[src/rtl/viterbi_dec_k3_if.sv]
// Symbol-in / decoded-bit-out bundle between the channel front end and the Viterbi decoder.
interface viterbi_dec_k3_if #(
    parameter int PM_WIDTH = 6
);
    logic                sym_valid;
    logic [1:0]          sym_in;
    logic                bit_valid;
    logic                bit_out;
    logic [1:0]          best_state;
    logic [PM_WIDTH-1:0] best_metric;

    modport master (
        output sym_valid, sym_in,
        input  bit_valid, bit_out, best_state, best_metric
    );

    modport slave (
        input  sym_valid, sym_in,
        output bit_valid, bit_out, best_state, best_metric
    );
endinterface

[src/rtl/viterbi_dec_k3.sv]
// Hard-decision Viterbi decoder for the rate-1/2, K=3 (7,5 octal) code.
// Four-state ACS with saturating, min-normalised metrics and register-exchange survivors.
module viterbi_dec_k3 #(
    parameter int TB_DEPTH = 16,
    parameter int PM_WIDTH = 6
) (
    input  logic           clk,
    input  logic           rst_n,
    input  logic           clear,
    viterbi_dec_k3_if.slave dec
);
    localparam int FILL_W = $clog2(TB_DEPTH + 1);
    localparam logic [PM_WIDTH-1:0] PM_MAX  = {PM_WIDTH{1'b1}};
    localparam logic [PM_WIDTH-1:0] PM_ZERO = {PM_WIDTH{1'b0}};
    localparam logic [PM_WIDTH-1:0] PM_INIT = {1'b1, {(PM_WIDTH-1){1'b0}}};
    localparam logic [3:0][PM_WIDTH-1:0] PM_RESET = {PM_INIT, PM_INIT, PM_INIT, PM_ZERO};
    localparam logic [3:0][TB_DEPTH-1:0] SURV_RESET = {(4*TB_DEPTH){1'b0}};
    localparam logic [FILL_W-1:0] FILL_ZERO = {FILL_W{1'b0}};
    localparam logic [FILL_W-1:0] FILL_ONE  = FILL_W'(1);
    localparam logic [FILL_W-1:0] FILL_FULL = FILL_W'(TB_DEPTH);
    localparam logic [FILL_W-1:0] FILL_LAST = FILL_W'(TB_DEPTH - 1);

    // Encoder output {c0,c1} for data bit u leaving state s={s1,s0}.
    function automatic logic [1:0] enc_sym(input logic u, input logic [1:0] s);
        return {u ^ s[1] ^ s[0], u ^ s[0]};
    endfunction

    function automatic logic [PM_WIDTH-1:0] branch_metric(input logic [1:0] rx,
                                                          input logic       u,
                                                          input logic [1:0] pred);
        logic [1:0] diff;
        diff = rx ^ enc_sym(u, pred);
        return PM_WIDTH'(diff[1]) + PM_WIDTH'(diff[0]);
    endfunction

    function automatic logic [PM_WIDTH-1:0] sat_add(input logic [PM_WIDTH-1:0] a,
                                                    input logic [PM_WIDTH-1:0] b);
        logic [PM_WIDTH:0] sum;
        sum = {1'b0, a} + {1'b0, b};
        return sum[PM_WIDTH] ? PM_MAX : sum[PM_WIDTH-1:0];
    endfunction

    logic [3:0][PM_WIDTH-1:0] pm_r;
    logic [3:0][TB_DEPTH-1:0] surv_r;
    logic [FILL_W-1:0]        fill_r;
    logic                     bit_valid_r;
    logic                     bit_out_r;
    logic [1:0]               best_state_r;
    logic [PM_WIDTH-1:0]      best_metric_r;

    logic [3:0][PM_WIDTH-1:0] cand0_s;
    logic [3:0][PM_WIDTH-1:0] cand1_s;
    logic [3:0][PM_WIDTH-1:0] acs_s;
    logic [3:0][PM_WIDTH-1:0] norm_s;
    logic [3:0]               sel_s;
    logic [3:0][TB_DEPTH-1:0] surv_new_s;
    logic [PM_WIDTH-1:0]      min01_s;
    logic [PM_WIDTH-1:0]      min23_s;
    logic [PM_WIDTH-1:0]      min_s;
    logic [PM_WIDTH-1:0]      best_metric_new_s;
    logic [1:0]               idx01_s;
    logic [1:0]               idx23_s;
    logic [1:0]               best_s;
    logic [FILL_W-1:0]        fill_new_s;
    logic                     full_s;

    // Add-compare-select per next state n={u,p1}; ties keep the s0=0 predecessor.
    always_comb begin
        cand0_s    = PM_RESET;
        cand1_s    = PM_RESET;
        acs_s      = PM_RESET;
        sel_s      = 4'b0000;
        surv_new_s = SURV_RESET;
        for (int n = 0; n < 4; n++) begin
            cand0_s[n] = sat_add(pm_r[{n[0], 1'b0}],
                                 branch_metric(dec.sym_in, n[1], {n[0], 1'b0}));
            cand1_s[n] = sat_add(pm_r[{n[0], 1'b1}],
                                 branch_metric(dec.sym_in, n[1], {n[0], 1'b1}));
            sel_s[n]   = (cand1_s[n] < cand0_s[n]);
            acs_s[n]   = sel_s[n] ? cand1_s[n] : cand0_s[n];
            surv_new_s[n] = {surv_r[{n[0], sel_s[n]}][TB_DEPTH-2:0], n[1]};
        end
    end

    // Minimum search (lowest index wins ties), normalisation and fill tracking.
    always_comb begin
        idx01_s = (acs_s[1] < acs_s[0]) ? 2'd1 : 2'd0;
        min01_s = (acs_s[1] < acs_s[0]) ? acs_s[1] : acs_s[0];
        idx23_s = (acs_s[3] < acs_s[2]) ? 2'd3 : 2'd2;
        min23_s = (acs_s[3] < acs_s[2]) ? acs_s[3] : acs_s[2];
        best_s  = (min23_s < min01_s) ? idx23_s : idx01_s;
        min_s   = (min23_s < min01_s) ? min23_s : min01_s;
        norm_s  = PM_RESET;
        for (int n = 0; n < 4; n++) begin
            norm_s[n] = acs_s[n] - min_s;
        end
        best_metric_new_s = sat_add(best_metric_r, min_s);
        fill_new_s = (fill_r == FILL_FULL) ? FILL_FULL : fill_r + FILL_ONE;
        full_s     = (fill_r >= FILL_LAST);
    end

    // State and output registers; clear beats a same-cycle symbol.
    always_ff @(posedge clk or negedge rst_n) begin
        if (!rst_n) begin
            pm_r          <= PM_RESET;
            surv_r        <= SURV_RESET;
            fill_r        <= FILL_ZERO;
            bit_valid_r   <= 1'b0;
            bit_out_r     <= 1'b0;
            best_state_r  <= 2'd0;
            best_metric_r <= PM_ZERO;
        end else if (clear) begin
            pm_r          <= PM_RESET;
            surv_r        <= SURV_RESET;
            fill_r        <= FILL_ZERO;
            bit_valid_r   <= 1'b0;
            bit_out_r     <= 1'b0;
            best_state_r  <= 2'd0;
            best_metric_r <= PM_ZERO;
        end else if (dec.sym_valid) begin
            pm_r          <= norm_s;
            surv_r        <= surv_new_s;
            fill_r        <= fill_new_s;
            bit_valid_r   <= full_s;
            bit_out_r     <= surv_new_s[best_s][TB_DEPTH-1];
            best_state_r  <= best_s;
            best_metric_r <= best_metric_new_s;
        end else begin
            bit_valid_r   <= 1'b0;
        end
    end

    assign dec.bit_valid   = bit_valid_r;
    assign dec.bit_out     = bit_out_r;
    assign dec.best_state  = best_state_r;
    assign dec.best_metric = best_metric_r;
endmodule

[src/flat_wrapper.sv]
// flat-port wrapper written by rule: the top's interface ports become plain ports
module viterbi_dec_k3_flat 
#(
    parameter int TB_DEPTH = 16,
    parameter int PM_WIDTH = 6
)
  (clk, rst_n, clear, dec_sym_valid, dec_sym_in, dec_bit_valid, dec_bit_out, dec_best_state, dec_best_metric);
  viterbi_dec_k3_if #(.PM_WIDTH(PM_WIDTH)) dec_i ();
  input  logic clk;
  input  logic rst_n;
  input  logic clear;
  input wire logic [$bits(dec_i.sym_valid)-1:0] dec_sym_valid;
  input wire logic [$bits(dec_i.sym_in)-1:0] dec_sym_in;
  output wire logic [$bits(dec_i.bit_valid)-1:0] dec_bit_valid;
  output wire logic [$bits(dec_i.bit_out)-1:0] dec_bit_out;
  output wire logic [$bits(dec_i.best_state)-1:0] dec_best_state;
  output wire logic [$bits(dec_i.best_metric)-1:0] dec_best_metric;
  assign dec_i.sym_valid = dec_sym_valid;
  assign dec_i.sym_in = dec_sym_in;
  assign dec_bit_valid = dec_i.bit_valid;
  assign dec_bit_out = dec_i.bit_out;
  assign dec_best_state = dec_i.best_state;
  assign dec_best_metric = dec_i.best_metric;
  viterbi_dec_k3 #(.TB_DEPTH(TB_DEPTH), .PM_WIDTH(PM_WIDTH)) u_core (.clk(clk), .rst_n(rst_n), .clear(clear), .dec(dec_i));
endmodule
[config.mk]
export PLATFORM = sky130hd
export DESIGN_NAME = viterbi_dec_k3_flat
export DESIGN_NICKNAME = d
export VERILOG_FILES = /design/src/rtl/viterbi_dec_k3_if.sv /design/src/rtl/viterbi_dec_k3.sv /design/src/flat_wrapper.sv
export SDC_FILE = /design/constraint.sdc
export NUM_CORES = 1
export LEC_CHECK = 0
export ABC_AREA = 0
export BUFFER_PORTS_ARGS = -buffer_cell sky130_fd_sc_hd__buf_4
export CAP_MARGIN = 20
export CORE_MARGIN = 2
export CORE_UTILIZATION = 50
export CTS_BUF_LIST = sky130_fd_sc_hd__clkbuf_8
export CTS_CLUSTER_DIAMETER = 80
export CTS_CLUSTER_SIZE = 25
export DETAILED_ROUTE_END_ITERATION = 7
export PLACE_DENSITY = 0.66
export SLEW_MARGIN = 20
export SYNTH_ARGS = -nofsm -noshare
export SYNTH_HDL_FRONTEND = slang
export SYNTH_SLANG_ARGS = --single-unit
[constraint.sdc]
create_clock -name clk -period 8.6 [get_ports clk]
set_input_delay 1.72 -clock clk [delete_from_list [all_inputs] [get_ports clk]]
set_output_delay 1.72 -clock clk [all_outputs]
set_load 0.01 [all_outputs]
==> results_dict.tcl <==
set metrics [dict create \
    grt_max_degree 115 \
    synth_top_flop_cell "dfrtp_1" \
    setup_viol 0 \
    cp.required_ps 8880 \
    min_path_type "reg -> reg" \
    rr_worst_depth 32 \
    utilization 0.656 \
    min_from "u_core.surv_r[48]$_DFFE_PN0P_" \
    clockBufferDepth 2 \
    tightest_slew_ps 1070 \
    dp_hpwl_um 18100 \
    cts_hold_buffers 0 \
    status "completed" \
    num_vias 8176 \
    die_h_um 136 \
    synth_cell_types 94 \
    avgSynthCellArea_um2 8.65 \
    crit_type "in -> reg" \
    critPathTopFamily "compound AO/OA/AOI/OAI gates" \
    grt-ovfl-total 0 \
    hold_slack_ps 507 \
    min_to "u_core.surv_r[48]$_DFFE_PN0P_" \
    place_congestion 0.940 \
    mostFrequentLayoutCell "buf_4" \
    worst_path_max_delay_cell "fa_2" \
    startpoint_type "input pin" \
    dpl.cell_count 1390 \
    critical_path_arrival_ps 8760 \
    drive_gt1_frac 0.324 \
    most-common-layout-cells "buf_4, nor2_1, dfrtp_1, mux2i_1, nand2_1" \
    drtPass1Iterations 5 \
    stdcell_area_um2 11200 \
    crit_fanout 7 \
    core_um2 17100 \
    nNetsFinal 1270 \
    antenna_found_initial 0 \
    cts.htree.levels 3 \
    finClkSkew_ps 16.5 \
    clock-sinks 93 \
    cts_root_buf "clkbuf_8" \
    insertion_delay_ps 380 \
    fmaxAchievable_ghz 0.118 \
    cap_viol_max_count 0 \
    synthCells 1002 \
    synth-edff-count 0 \
    drv_slew 0 \
    cp.depth 38 \
    grt_pass1_vias 7733 \
    reg2reg_to "u_core.dec.best_metric[4]$_DFFE_PN0P_" \
    via_per_inst 5.75 \
    synth_fp_nets 1080 \
    die_w_um 136 \
    postRouteAntennaNets 0 \
    wirelength_um 24100 \
    remaining_drc_errors 0 \
    rsz0062_at_grt "yes" \
    num-fill-cells 1449 \
    synth_seq_cells 93 \
    initial_utilization 0.506 \
    wl_per_cell_um 17.0 \
    ios 16 \
    numCtsBuffers 9 \
    syn2layout_area_growth_pct 29.6 \
    async_reset_ff_frac 1.00 \
    yosysWarnings 0 \
    r2r_start "u_core.pm_r[19]$_DFFE_PN0P_" \
    path_clk_slew_ps 100 \
    grt_pass1_wl_um 38900 \
    track_usage 0.264 \
    multiInputGateArea_um2 6420 \
    drtIter0Drc 503 \
    ys_top_cells_by_area "dfrtp_1, ha_1, mux2i_1" \
    cp_num_buf_inv 5 \
    seq_area_frac_synth 0.269 \
    regArea_um2 2330 \
    final_hold_viol_count 0 \
    hold_depth 2 \
    placed_cell_area_um2 10600 \
    crit_path_end_kind "flip-flop" \
    post-route-period-util 0.986 \
    synth_top_area_share 0.260 \
    cpPeakStageDelay_ps 350 \
    stdcell_count 1422 \
    fp-row-count 48 \
    diodes 0 \
    synth.largest_area_cell "dfrtp_1" \
    cts_tree "done" \
    die_area_um2 18400 \
    min_period_ps 8480 \
    portBuffers 15 \
    max_slew_margin 0.288 \
    reg2reg_slack_ps 1390 \
    syn_area_um2 8660 \
]
[worst register-to-register path: cells and delay by family (launching register included)]
family | cells | cell delay (ps)
compound gates | 10 | 2010
xor+xnor | 1 | 160
flops | 1 | 650
mux | 5 | 1470
simple gates | 7 | 1010
buf+inv | 4 | 430
fa+ha+maj | 5 | 1400
[layout make-up]
class,count,area share
multi-input cells,796,0.572
flip-flops and latches,93,0.208
repair buffers,230,0.157
well taps,225,0.0251
inverters,62,0.0221
clock buffers,9,0.0110
clock inverters,7,0.00568
[logic make-up after synthesis]
group                      after synthesis  share of synthesized area
DFF                                     93                      0.269
adders and majority gates               72                      0.106
muxes                                   89                      0.108
buffers and inverters                  113                     0.0527
AOI/OAI and AO/OA                      296                      0.258
xor gates and xnor gates                31                     0.0322
and+or+nand+nor                        308                      0.174
[layer usage]
layer	part of all wire	up-vias	track usage
met5	0	-	0
met4	0.022	0	0.0683
met3	0.039	34	0.0254
met2	0.46	164	0.421
met1	0.48	3921	0.383
li1	-	4057	-
[flip-flops by register name, summed over array words and instances, names as in the netlist]
| signal | count |
|---|---|
| u_core.dec.bit_out | 1 |
| u_core.dec.bit_valid | 1 |
| u_core.fill_r | 5 |
| u_core.surv_r | 54 |
| u_core.dec.best_state | 2 |
| u_core.dec.best_metric | 6 |
| u_core.pm_r | 24 |
[metrics by stage]
| stage | setup WS (ps) | setup TNS (ps) |
|---|---|---|
| after floorplan | -161 | -374 |
| after global placement | -328 | -4180 |
| after detailed placement | -525 | -6900 |
| after CTS | 54.4 | 0 |
| after global routing | -241 | -1680 |
| final | 121 | 0 |
[worst max-delay path by stage]
| stage | from | to | slack, ps |
|---|---|---|---|
| 3_3_place_gp | dec_sym_in[0] | u_core.pm_r[23]$_DFFE_PN1P_ | -330 |
| 3_5_place_dp | dec_sym_in[0] | u_core.pm_r[23]$_DFFE_PN1P_ | -530 |
| 5_1_grt | dec_sym_in[0] | u_core.pm_r[23]$_DFFE_PN1P_ | -240 |
| 4_1_cts | dec_sym_in[0] | u_core.dec.best_metric[4]$_DFFE_PN0P_ | 50 |
| 6_report | dec_sym_in[0] | u_core.dec.best_metric[4]$_DFFE_PN0P_ | 120 |
| 2_1_floorplan | dec_sym_in[1] | u_core.dec.best_metric[4]$_DFFE_PN0P_ | -160 |
[synth_stat cells, drive strengths merged, types with 15 or more instances]
cell    number
o211ai      15
dfrtp       90
nand2b      15
mux2i       81
nor2       125
xnor2       22
buf         25
nand3       16
a211oi      68
clkbuf      26
nand2       67
ha          70
a21oi       71
inv         61
nor2b       15
o21ai       37
[timing repair]
| action | CTS | global route |
|---|---|---|
| resized for setup | 5 | 66 |
| setup endpoints to repair | 5 | 23 |
| buffers inserted | 1 | 15 |
| pin swaps | 3 | 45 |
Power is not shown: default switching activity piles up to over one toggle a cycle in this logic, so the estimate is an artifact.
